## src/rtl/rs_excite_driver_if.sv

```systemverilog
// ---------------------------------------------------------------------------
// rs_excite_driver_if
//
// Request channel into rs_excite_driver: the control side offers a target
// bit vector with a valid/ready handshake. A transfer happens on a rising
// clock edge where req_valid and req_ready are both high.
//
// Signals:
//   req_valid  (master -> slave)  target request present
//   req_ready  (slave -> master)  driver can accept a request
//   req_target (master -> slave)  desired Q per lane, W bits
//
// Modports:
//   master : the control logic issuing targets
//   slave  : the driver consuming them
// ---------------------------------------------------------------------------
interface rs_excite_driver_if #(
    parameter int W = 4
) ();

    logic           req_valid;
    logic           req_ready;
    logic [W-1:0]   req_target;

    modport master (
        output req_valid,
        output req_target,
        input  req_ready
    );

    modport slave (
        input  req_valid,
        input  req_target,
        output req_ready
    );

endinterface

```

## src/rtl/rs_excite_driver.sv

```systemverilog
// ---------------------------------------------------------------------------
// rs_excite_driver
//
// Write-side driver for a bank of clocked RS flip-flops. A target vector is
// accepted over the request interface; per-lane S/R excitation is derived
// from the flops' Q feedback sampled at the accept edge, held for
// PULSE_CYCLES, followed by SETTLE_CYCLES of S=R=0, then a single CHECK
// cycle pulses done and (optionally) reports which lanes disagree with the
// target.
//
// Parameters:
//   W              number of RS flop lanes (>=1)
//   PULSE_CYCLES   cycles S/R are held asserted (>=1)
//   SETTLE_CYCLES  cycles of S=R=0 before the feedback check (>=0)
//
// Ports:
//   clock          system clock, all logic on posedge
//   reset          synchronous, active-high reset
//   req            request interface (slave): req_valid/req_ready/req_target
//   q_fb           Q feedback from the RS flop bank
//   S, R           per-lane set/reset excitation (never both high on a lane)
//   busy           high whenever the driver is not idle
//   done           one-cycle pulse at the end of each request
//   mismatch       OR of mismatch_mask
//   mismatch_mask  per-lane q_fb != target, captured entering CHECK
//
// Build option:
//   RS_FB_CHECK_EN  when defined, the CHECK cycle compares q_fb to the
//                   stored target. When undefined, mismatch/mismatch_mask
//                   are tied to 0 and q_fb only feeds the excitation logic.
//                   done timing is identical in both builds.
//
// Timing (accept on edge k):
//   S/R visible in cycles k+1 .. k+PULSE_CYCLES
//   done in cycle k+PULSE_CYCLES+SETTLE_CYCLES+1 (k+1 if no lane changes)
//   req_ready high again the cycle after done
// ---------------------------------------------------------------------------
module rs_excite_driver #(
    parameter int W             = 4,
    parameter int PULSE_CYCLES  = 2,
    parameter int SETTLE_CYCLES = 1
) (
    input  logic                  clock,
    input  logic                  reset,
    rs_excite_driver_if.slave     req,
    input  logic [W-1:0]          q_fb,
    output logic [W-1:0]          S,
    output logic [W-1:0]          R,
    output logic                  busy,
    output logic                  done,
    output logic                  mismatch,
    output logic [W-1:0]          mismatch_mask
);

    // -----------------------------------------------------------------------
    // State encoding and counter sizing
    // -----------------------------------------------------------------------
    localparam logic [1:0] ST_IDLE   = 2'd0;
    localparam logic [1:0] ST_DRIVE  = 2'd1;
    localparam logic [1:0] ST_SETTLE = 2'd2;
    localparam logic [1:0] ST_CHECK  = 2'd3;

    localparam int CNT_MAX = (PULSE_CYCLES > SETTLE_CYCLES) ? PULSE_CYCLES : SETTLE_CYCLES;
    localparam int CW      = (CNT_MAX < 2) ? 1 : $clog2(CNT_MAX);

    // The counter holds "cycles remaining minus one" so that a zero value
    // means this is the last cycle of the phase.
    localparam logic [CW-1:0] PULSE_LOAD  = CW'(PULSE_CYCLES - 1);
    localparam logic [CW-1:0] SETTLE_LOAD = (SETTLE_CYCLES > 0) ? CW'(SETTLE_CYCLES - 1) : '0;

    // -----------------------------------------------------------------------
    // Registers
    // -----------------------------------------------------------------------
    logic [1:0]     r_state;
    logic [CW-1:0]  r_cnt;
    logic [W-1:0]   r_s;
    logic [W-1:0]   r_r;
    logic           r_busy;
    logic           r_done;

    // -----------------------------------------------------------------------
    // Combinational signals
    // -----------------------------------------------------------------------
    logic [1:0]     w_state_next;
    logic [CW-1:0]  w_cnt_next;
    logic           w_accept;
    logic [W-1:0]   w_set;
    logic [W-1:0]   w_rst;
    logic           w_need_drive;

    // -----------------------------------------------------------------------
    // Per-lane excitation from current Q and requested target.
    // Set only lanes that are 0 and must become 1; reset only lanes that are
    // 1 and must become 0. The two terms are mutually exclusive by
    // construction, so S&R can never be 1 on a lane.
    // -----------------------------------------------------------------------
    genvar gi;
    generate
        for (gi = 0; gi < W; gi++) begin : g_lane
            assign w_set[gi] = ~q_fb[gi] &  req.req_target[gi];
            assign w_rst[gi] =  q_fb[gi] & ~req.req_target[gi];
        end
    endgenerate

    assign w_need_drive = |(w_set | w_rst);

    // Ready is the only combinational output; it is forced low while reset
    // is asserted so nothing can be accepted during the reset cycle.
    assign req.req_ready = (r_state == ST_IDLE) && !reset;

    // -----------------------------------------------------------------------
    // Next-state logic
    // -----------------------------------------------------------------------
    always_comb begin
        w_state_next = r_state;
        w_cnt_next   = r_cnt;
        w_accept     = 1'b0;

        case (r_state)
            ST_IDLE: begin
                if (req.req_valid) begin
                    w_accept = 1'b1;
                    if (w_need_drive) begin
                        w_state_next = ST_DRIVE;
                        w_cnt_next   = PULSE_LOAD;
                    end else begin
                        // Nothing to flip: go straight to the check cycle.
                        w_state_next = ST_CHECK;
                        w_cnt_next   = '0;
                    end
                end
            end

            ST_DRIVE: begin
                if (r_cnt == '0) begin
                    if (SETTLE_CYCLES == 0) begin
                        w_state_next = ST_CHECK;
                        w_cnt_next   = '0;
                    end else begin
                        w_state_next = ST_SETTLE;
                        w_cnt_next   = SETTLE_LOAD;
                    end
                end else begin
                    w_cnt_next = r_cnt - CW'(1);
                end
            end

            ST_SETTLE: begin
                if (r_cnt == '0) begin
                    w_state_next = ST_CHECK;
                    w_cnt_next   = '0;
                end else begin
                    w_cnt_next = r_cnt - CW'(1);
                end
            end

            ST_CHECK: begin
                w_state_next = ST_IDLE;
                w_cnt_next   = '0;
            end

            default: begin
                w_state_next = ST_IDLE;
                w_cnt_next   = '0;
            end
        endcase
    end

    // -----------------------------------------------------------------------
    // State, counter and registered outputs
    // -----------------------------------------------------------------------
    always_ff @(posedge clock) begin
        if (reset) begin
            r_state <= ST_IDLE;
            r_cnt   <= '0;
            r_s     <= '0;
            r_r     <= '0;
            r_busy  <= 1'b0;
            r_done  <= 1'b0;
        end else begin
            r_state <= w_state_next;
            r_cnt   <= w_cnt_next;
            r_busy  <= (w_state_next != ST_IDLE);
            // CHECK lasts exactly one cycle, so this yields a single pulse.
            r_done  <= (w_state_next == ST_CHECK);

            // Excitation is loaded once at accept and held unchanged for the
            // whole DRIVE phase; it drops to zero as soon as DRIVE is left.
            if (w_accept && w_need_drive) begin
                r_s <= w_set;
                r_r <= w_rst;
            end else if (w_state_next != ST_DRIVE) begin
                r_s <= '0;
                r_r <= '0;
            end
        end
    end

    assign S    = r_s;
    assign R    = r_r;
    assign busy = r_busy;
    assign done = r_done;

    // -----------------------------------------------------------------------
    // Feedback comparison
    // -----------------------------------------------------------------------
`ifdef RS_FB_CHECK_EN
    logic [W-1:0]   r_target;
    logic [W-1:0]   r_mask;
    logic [W-1:0]   w_cmp_target;

    // A no-change request enters CHECK on the accept edge itself, before
    // r_target has been written, so compare against the incoming target.
    assign w_cmp_target = w_accept ? req.req_target : r_target;

    always_ff @(posedge clock) begin
        if (reset) begin
            r_target <= '0;
            r_mask   <= '0;
        end else begin
            if (w_accept) begin
                r_target <= req.req_target;
            end

            // Captured together with done so both are visible in the same
            // cycle; held afterwards until the next accept clears it.
            if (w_state_next == ST_CHECK) begin
                r_mask <= q_fb ^ w_cmp_target;
            end else if (w_accept) begin
                r_mask <= '0;
            end
        end
    end

    assign mismatch_mask = r_mask;
    assign mismatch      = |r_mask;
`else
    assign mismatch_mask = '0;
    assign mismatch      = 1'b0;
`endif

endmodule

```

## src/flat_wrapper.sv

```systemverilog
// flat-port wrapper written by rule: the top's interface ports become plain ports
module rs_excite_driver_flat 
#(
    parameter int W             = 4,
    parameter int PULSE_CYCLES  = 2,
    parameter int SETTLE_CYCLES = 1
)
  (clock, reset, q_fb, S, R, busy, done, mismatch, mismatch_mask, req_req_valid, req_req_target, req_req_ready);
  rs_excite_driver_if #(.W(W)) req_i ();
  input  logic clock;
  input  logic reset;
  input  logic [W-1:0] q_fb;
  output logic [W-1:0] S;
  output logic [W-1:0] R;
  output logic busy;
  output logic done;
  output logic mismatch;
  output logic [W-1:0] mismatch_mask;
  input wire logic [$bits(req_i.req_valid)-1:0] req_req_valid;
  input wire logic [$bits(req_i.req_target)-1:0] req_req_target;
  output wire logic [$bits(req_i.req_ready)-1:0] req_req_ready;
  assign req_i.req_valid = req_req_valid;
  assign req_i.req_target = req_req_target;
  assign req_req_ready = req_i.req_ready;
  rs_excite_driver #(.W(W), .PULSE_CYCLES(PULSE_CYCLES), .SETTLE_CYCLES(SETTLE_CYCLES)) u_core (.clock(clock), .reset(reset), .req(req_i), .q_fb(q_fb), .S(S), .R(R), .busy(busy), .done(done), .mismatch(mismatch), .mismatch_mask(mismatch_mask));
endmodule
```

## config.mk

```make
export PLATFORM = sky130hd
export DESIGN_NAME = rs_excite_driver_flat
export DESIGN_NICKNAME = d
export VERILOG_FILES = /design/src/rtl/rs_excite_driver_if.sv /design/src/rtl/rs_excite_driver.sv /design/src/flat_wrapper.sv
export SDC_FILE = /design/constraint.sdc
export NUM_CORES = 1
export LEC_CHECK = 0
export BUFFER_PORTS_ARGS = -buffer_cell sky130_fd_sc_hd__buf_2
export CORE_MARGIN = 3
export CORE_UTILIZATION = 25
export DETAILED_ROUTE_END_ITERATION = 12
export HOLD_SLACK_MARGIN = 0.06
export PLACE_DENSITY = 0.43
export SKIP_CTS_REPAIR_TIMING = 1
export SKIP_LAST_GASP = 1
export SLEW_MARGIN = 5
export SYNTH_ARGS = -nofsm -noshare
export SYNTH_HDL_FRONTEND = slang
export SYNTH_SLANG_ARGS = --single-unit
```

## constraint.sdc

```tcl
create_clock -name clock -period 1.8 [get_ports clock]
set_clock_uncertainty 0.05 [all_clocks]
set_input_delay 0.27 -clock clock [delete_from_list [all_inputs] [get_ports clock]]
set_output_delay 0.27 -clock clock [all_outputs]
set_load 0.005 [all_outputs]
```

==> results of run 1 <==
per-layer routing:
layer	track usage [%]	routed length, microns	vias to the layer above
met1	10.5	555	215
li1	-	-	263
met3	2.23	79	0
met5	0	0	-
met4	6.95	0	0
met2	12.6	625	15
registers in the layout, summed over array words and instances, names as in the netlist:
register        count
u_core.S            4
u_core.busy         1
u_core.r_state      2
u_core.done         1
u_core.r_cnt        1
u_core.R            4
synthesized netlist by cell type:
library cell | n | area, sq um
conb_1 | 1 | 3.75
o41ai_1 | 1 | 8.76
o211ai_1 | 1 | 7.51
nor2_1 | 1 | 3.75
a22o_2 | 8 | 80.1
nor3_1 | 1 | 5.00
buf_4 | 6 | 45.0
nor3_4 | 1 | 16.3
o21a_1 | 1 | 7.51
ha_1 | 8 | 100
or3_1 | 1 | 6.26
buf_6 | 2 | 22.5
inv_1 | 10 | 37.5
and4_1 | 1 | 8.76
a21oi_1 | 3 | 15.0
nand2_1 | 2 | 7.51
nand3_1 | 1 | 5.00
o21ai_0 | 1 | 5.00
nor3_2 | 1 | 10.0
dfxtp_1 | 13 | 260
a211oi_1 | 2 | 15.0
and3b_1 | 1 | 8.76
through the flow:
stage                     utilization [%]  cell area (sq um)  power [mW]  instances  setup WS, ns
after floorplan                         -                694       0.420         71         0.312
after global placement               30.5                769       0.442        114         0.139
after detailed placement             30.5                769       0.443        114         0.111
after CTS                            31.5                796       0.629        118         0.367
after global routing                 31.5                796       0.664        118         0.274
final                                31.5                796       0.616        118         0.383
critical path: stages (launching register included):
cell	delay [ns]
dfxtp_1	0.41
nor3_4	0.26
buf_2	0.15
logic make-up after synthesis:
group | count (synthesis) | share of synthesized area, %
buffers and inverters | 18 | 15.5
AOI/OAI and AO/OA | 17 | 20.4
DFF | 13 | 38.3
and+or+nand+nor | 10 | 10.5
adders and majority gates | 8 | 14.7
other | 1 | 0.552
area by class of cell:
type	instances	area (sq um)	share of cell area, %
inverters	10	37.5	4.72
multi-input cells	40	329	41.4
flip-flops and latches	13	260	32.7
well taps	30	37.5	4.72
clock buffers	4	26.3	3.30
repair buffers	21	105	13.2
power by group:
| group | switching [mW] | total [mW] | internal, mW |
|---|---|---|---|
| logic | 0.0493 | 0.0997 | 0.0504 |
| registers | 0.0270 | 0.335 | 0.308 |
| clock network | 0.0954 | 0.181 | 0.0858 |
| total | 0.172 | 0.616 | 0.444 |
path summary, 6_finish.rpt:
path	startpoint	end	slack (ns)	cells after the start
max	u_core.r_state[1]	req_req_ready	0.38	2
min	req_req_valid	u_core.r_cnt	0.21	2
max reg2reg	u_core.r_state[0]	u_core.R[0]	0.41	3
min reg2reg	u_core.S[0]	u_core.S[0]	0.43	1
==> key figures, run 1 <==
STA
  – Slew margin rel.: 64.3%
  – Total Negative Setup Slacks: 0 ns
  – Final Hold Viols: 0
  – Max Clk Rate: 0.706 GHz
  – Hold WS: 0.206 ns
  – Final worst path period need: 1.42 ns
  – Fin crit share: 78.7%
  – RSZ-0062 raised after global routing: no
  – Tightest Pin Transition: 0.532 ns
  – Finish-stage setup viols: 0
  – Max Slew Vio Count: 0

Clock tree
  – Clock Root Buffer: clkbuf_4
  – CTS buffer count: 3
  – Max clock buf depth: 2
  – H-tree Lvls: 1
  – Clock Latency Late Sink: 0.27 ns
  – Clk sinks: 13
  – CTS clk-pin slew, worst paths: 0.08 ns
  – CTS tree: done

Worst setup path
  – Worst Path Arrival: 1.10 ns
  – Worst EP required: 1.48 ns
  – CP Capture Type: output pin
  – CP max FO: 8
  – Setup crit start kind: flop
  – Kind of critical path: flop to output pin

Cells and area
  – Proportion of layout cells with a drive suffix above 1: 38.6%
  – NumNets Final: 108
  – Area grow syn2layout: 17.1%
  – Most frequent cells in the layout: buf_2, dfxtp_1, inv_1
  – Fillers: 295
  – Leading cell type in the layout, fill and taps excluded: buf_2
  – Diode count: 0

Drt
  – Post-Route WL: 1260 microns
  – Detailed-route DRC error count: 0
  – DR WL/cell: 10.7 microns
  – First-pass iteration count of the detailed router: 4
  – Via count: 493
  – Iter 0 DRT Violations: 12
  – Vias per cell: 4.18
  – Routed Antenna Nets: 0

Global routing
  – First-pass GRT wire length: 2140 microns
  – Initial antenna violation count: 0
  – Vias in the first global route: 493
  – GRT Util Overall: 8.58%
  – Remaining Overflow, GRT: 0
  – Largest net degree at the start of global routing: 10

Logic synthesis
  – Synth Register Bits: 13
  – Cell Area, Synth: 679 sq um
  – Synth warn: 0
  – Synth cell types: 22
  – Mapped Cells: 67
  – Syn_area_per_cell: 10.1 sq um
  – Seq/Total Area, Yosys: 38.3%

Floorplanning
  – Die W: 58.1 microns
  – Die Span Y: 58.1 microns
  – Ports: 27
  – Rows: 18
  – Core ar.: 2520 sq um
  – Initial Util: 26.9%
  – Die Area: 3380 sq um

Job
  – Max cap viols: 0

Power
  – Max IR drop VDD: 0.000242 V
  – Pwr dens: 774 nW/um^2
  – Pleak: 0.410 nW

Placed design
  – GPL Wtd Cong: 0.698
  – PortBufs: 21
  – Hpwl dp: 980 microns

Status
  – Status: complete, no violations

Hold path
  – Worst min path class: input port to flop
(Power assumes the default switching activity.)
==> run 2: changes to the inputs <==
- clock period: 1.8 -> 1.45 ns (I/O delays scaled with it)
==> key figures, run 2 (same netlist as run 1, synthesis figures left out) <==
Cells and area
  – Leading cell type in the layout, fill and taps excluded: buf_2
  – NumNets Final: 116 (+7.4%)
  – Final instance area: 856 sq um (+7.5%)
  – Multi-input gate area: 329 sq um (unchanged)
  – Diode count: 0 (unchanged)
  – Fillers: 272 (-7.8%)
  – Most frequent cells in the layout: buf_2, dfxtp_1, inv_1
  – Proportion of layout cells with a drive suffix above 1: 43.8% (+5.1 points)
  – Area grow syn2layout: 26.0%
  – Core Util, Final: 33.9% (+2.4 points)
  – Register area: 260 sq um (unchanged)

Drt
  – DR WL/cell: 10.4 microns (-2.4%)
  – Detailed-route DRC error count: 0 (unchanged)
  – Via count: 523 (+6.1%)
  – First-pass iteration count of the detailed router: 4 (unchanged)
  – Post-Route WL: 1310 microns (+4.2%)
  – Iter 0 DRT Violations: 11 (-1)
  – Vias per cell: 4.15 (-0.65%)
  – Routed Antenna Nets: 0 (unchanged)

Clock tree
  – Clock Root Buffer: clkbuf_4
  – Max clock buf depth: 2 (unchanged)
  – Clk sinks: 13 (unchanged)
  – Clock Latency Late Sink: 0.28 ns (about the same)
  – CTS clk-pin slew, worst paths: 0.09 ns (about the same)
  – H-tree Lvls: 1 (unchanged)
  – CTS tree: done
  – CTS buffer count: 3 (unchanged)

Power
  – Switching share of power: 28.3% (+0.46 points)
  – Max IR drop VDD: 0.000415 V (+72%)
  – Seq pwr share: 50.6% (-3.8 points)
  – Pleak: 0.450 nW (+9.9%)
  – Final Power: 0.796 mW (+29%)
  – Clock Power Share: 29.4% (about the same)
  – Sw Pwr: 0.226 mW (+31%)
  – Pint: 0.571 mW (+28%)
  – Comb pwr share: 20.1% (+3.9 points)
  – Pwr dens: 931 nW/um^2 (+20%)

Worst setup path
  – CP Capture Type: output pin
  – Worst Path Arrival: 0.99 ns (-0.11 ns)
  – Cell with the largest stage delay on the worst path: dfxtp_1
  – Crit path cell chain: nor3_4 -> buf_2
  – CP top delay family: flip-flops
  – Max incr delay on CP: 0.34 ns (-0.07 ns)
  – R2R Setup Slk: 0.23 ns (-0.18 ns)
  – Kind of critical path: flop to output pin
  – Worst Path Buf+Inv: 1 (unchanged)
  – CP max FO: 4 (-4)
  – Worst EP required: 1.18 ns (-0.30 ns)
  – Setup crit start kind: flop

STA
  – RSZ-0062 raised after global routing: no
  – Max Clk Rate: 0.794 GHz
  – Hold WS: 0.155 ns (-0.0517 ns)
  – Max Slew Vio Count: 0 (unchanged)
  – Final worst path period need: 1.26 ns
  – Fin crit share: 86.9%
  – Final Hold Viols: 0 (unchanged)
  – Finish-stage setup viols: 0 (unchanged)

Global routing
  – GRT Util Overall: 9.01% (+0.43 points)
  – Largest net degree at the start of global routing: 9 (-1)
  – Remaining Overflow, GRT: 0 (unchanged)
  – First-pass GRT wire length: 2300 microns (+7.4%)
  – Vias in the first global route: 522 (+5.9%)
  – Initial antenna violation count: 0 (unchanged)

Floorplanning
  – Die Span Y: 58.1 microns (unchanged)
  – Ports: 27 (unchanged)
  – Die W: 58.1 microns (unchanged)
  – Die Area: 3380 sq um (unchanged)
  – Rows: 18 (unchanged)
  – Initial Util: 26.9% (unchanged)
  – Core ar.: 2520 sq um (unchanged)

Status
  – Status: complete, no violations

Placed design
  – Placed cell areas: 830 sq um (+7.8%)
  – PortBufs: 21 (unchanged)
  – Hpwl dp: 1030 microns (+5.1%)
  – GPL Wtd Cong: 0.711 (+1.9%)

Hold path
  – Worst min path class: input port to flop

Job
  – Max cap viols: 0 (unchanged)
run 2: cell types whose count changed in the layout (fill, tap and decap cells not counted):
cell / previous run / this run
buf_4: 0 / 8
run 2: power groups by stage:
stage / Clock (mW) / Combinational [mW] / Sequential, mW
final: 0.234 / 0.160 / 0.403
after CTS: 0.235 / 0.163 / 0.403
after floorplan: 0 / 0.117 / 0.404
after global placement: 0 / 0.160 / 0.410
after detailed placement: 0 / 0.163 / 0.411
after global routing: 0.251 / 0.189 / 0.407
run 2: metal layers:
metal  GRT usage, %  routed length (microns)
met1           11.6                      595
met2           13.7                      606
met3           1.56                       91
met4           5.96                       21
met5              0                        0
run 2: final timing paths:
check,endpoint,cells past startpoint,start
worst min-delay path,u_core.r_cnt,2,req_req_valid
worst max-delay path,req_req_ready,2,u_core.r_state[1]
worst min register to register,u_core.S[0],1,u_core.S[0]
worst max register to register,u_core.S[3],3,u_core.r_state[1]
run 2: cell type report:
| cell class | count | area share, % |
|---|---|---|
| Clock buffer | 4 | 3.07 |
| Inverter | 10 | 4.39 |
| Sequential cell | 13 | 30.4 |
| Timing Repair Buffer | 29 | 19.3 |
| Multi-Input combinational cell | 40 | 38.5 |
| Tap cell | 30 | 4.39 |
run 2: worst reg2reg max path: cells and delay by family (launching register included):
family	cells	cell delay (ns)
AND/OR/NAND/NOR	2	0.58
flip-flops	1	0.34
AO/OA/AOI/OAI	1	0.20
run 2: stage by stage:
stage,std cells,worst slack [ns],setup TNS (ns)
after floorplan,71,0.0147,0
after global placement,122,-0.0889,-0.685
after detailed placement,122,-0.113,-0.843
after CTS,126,0.180,0
after global routing,126,0.112,0
final,126,0.190,0
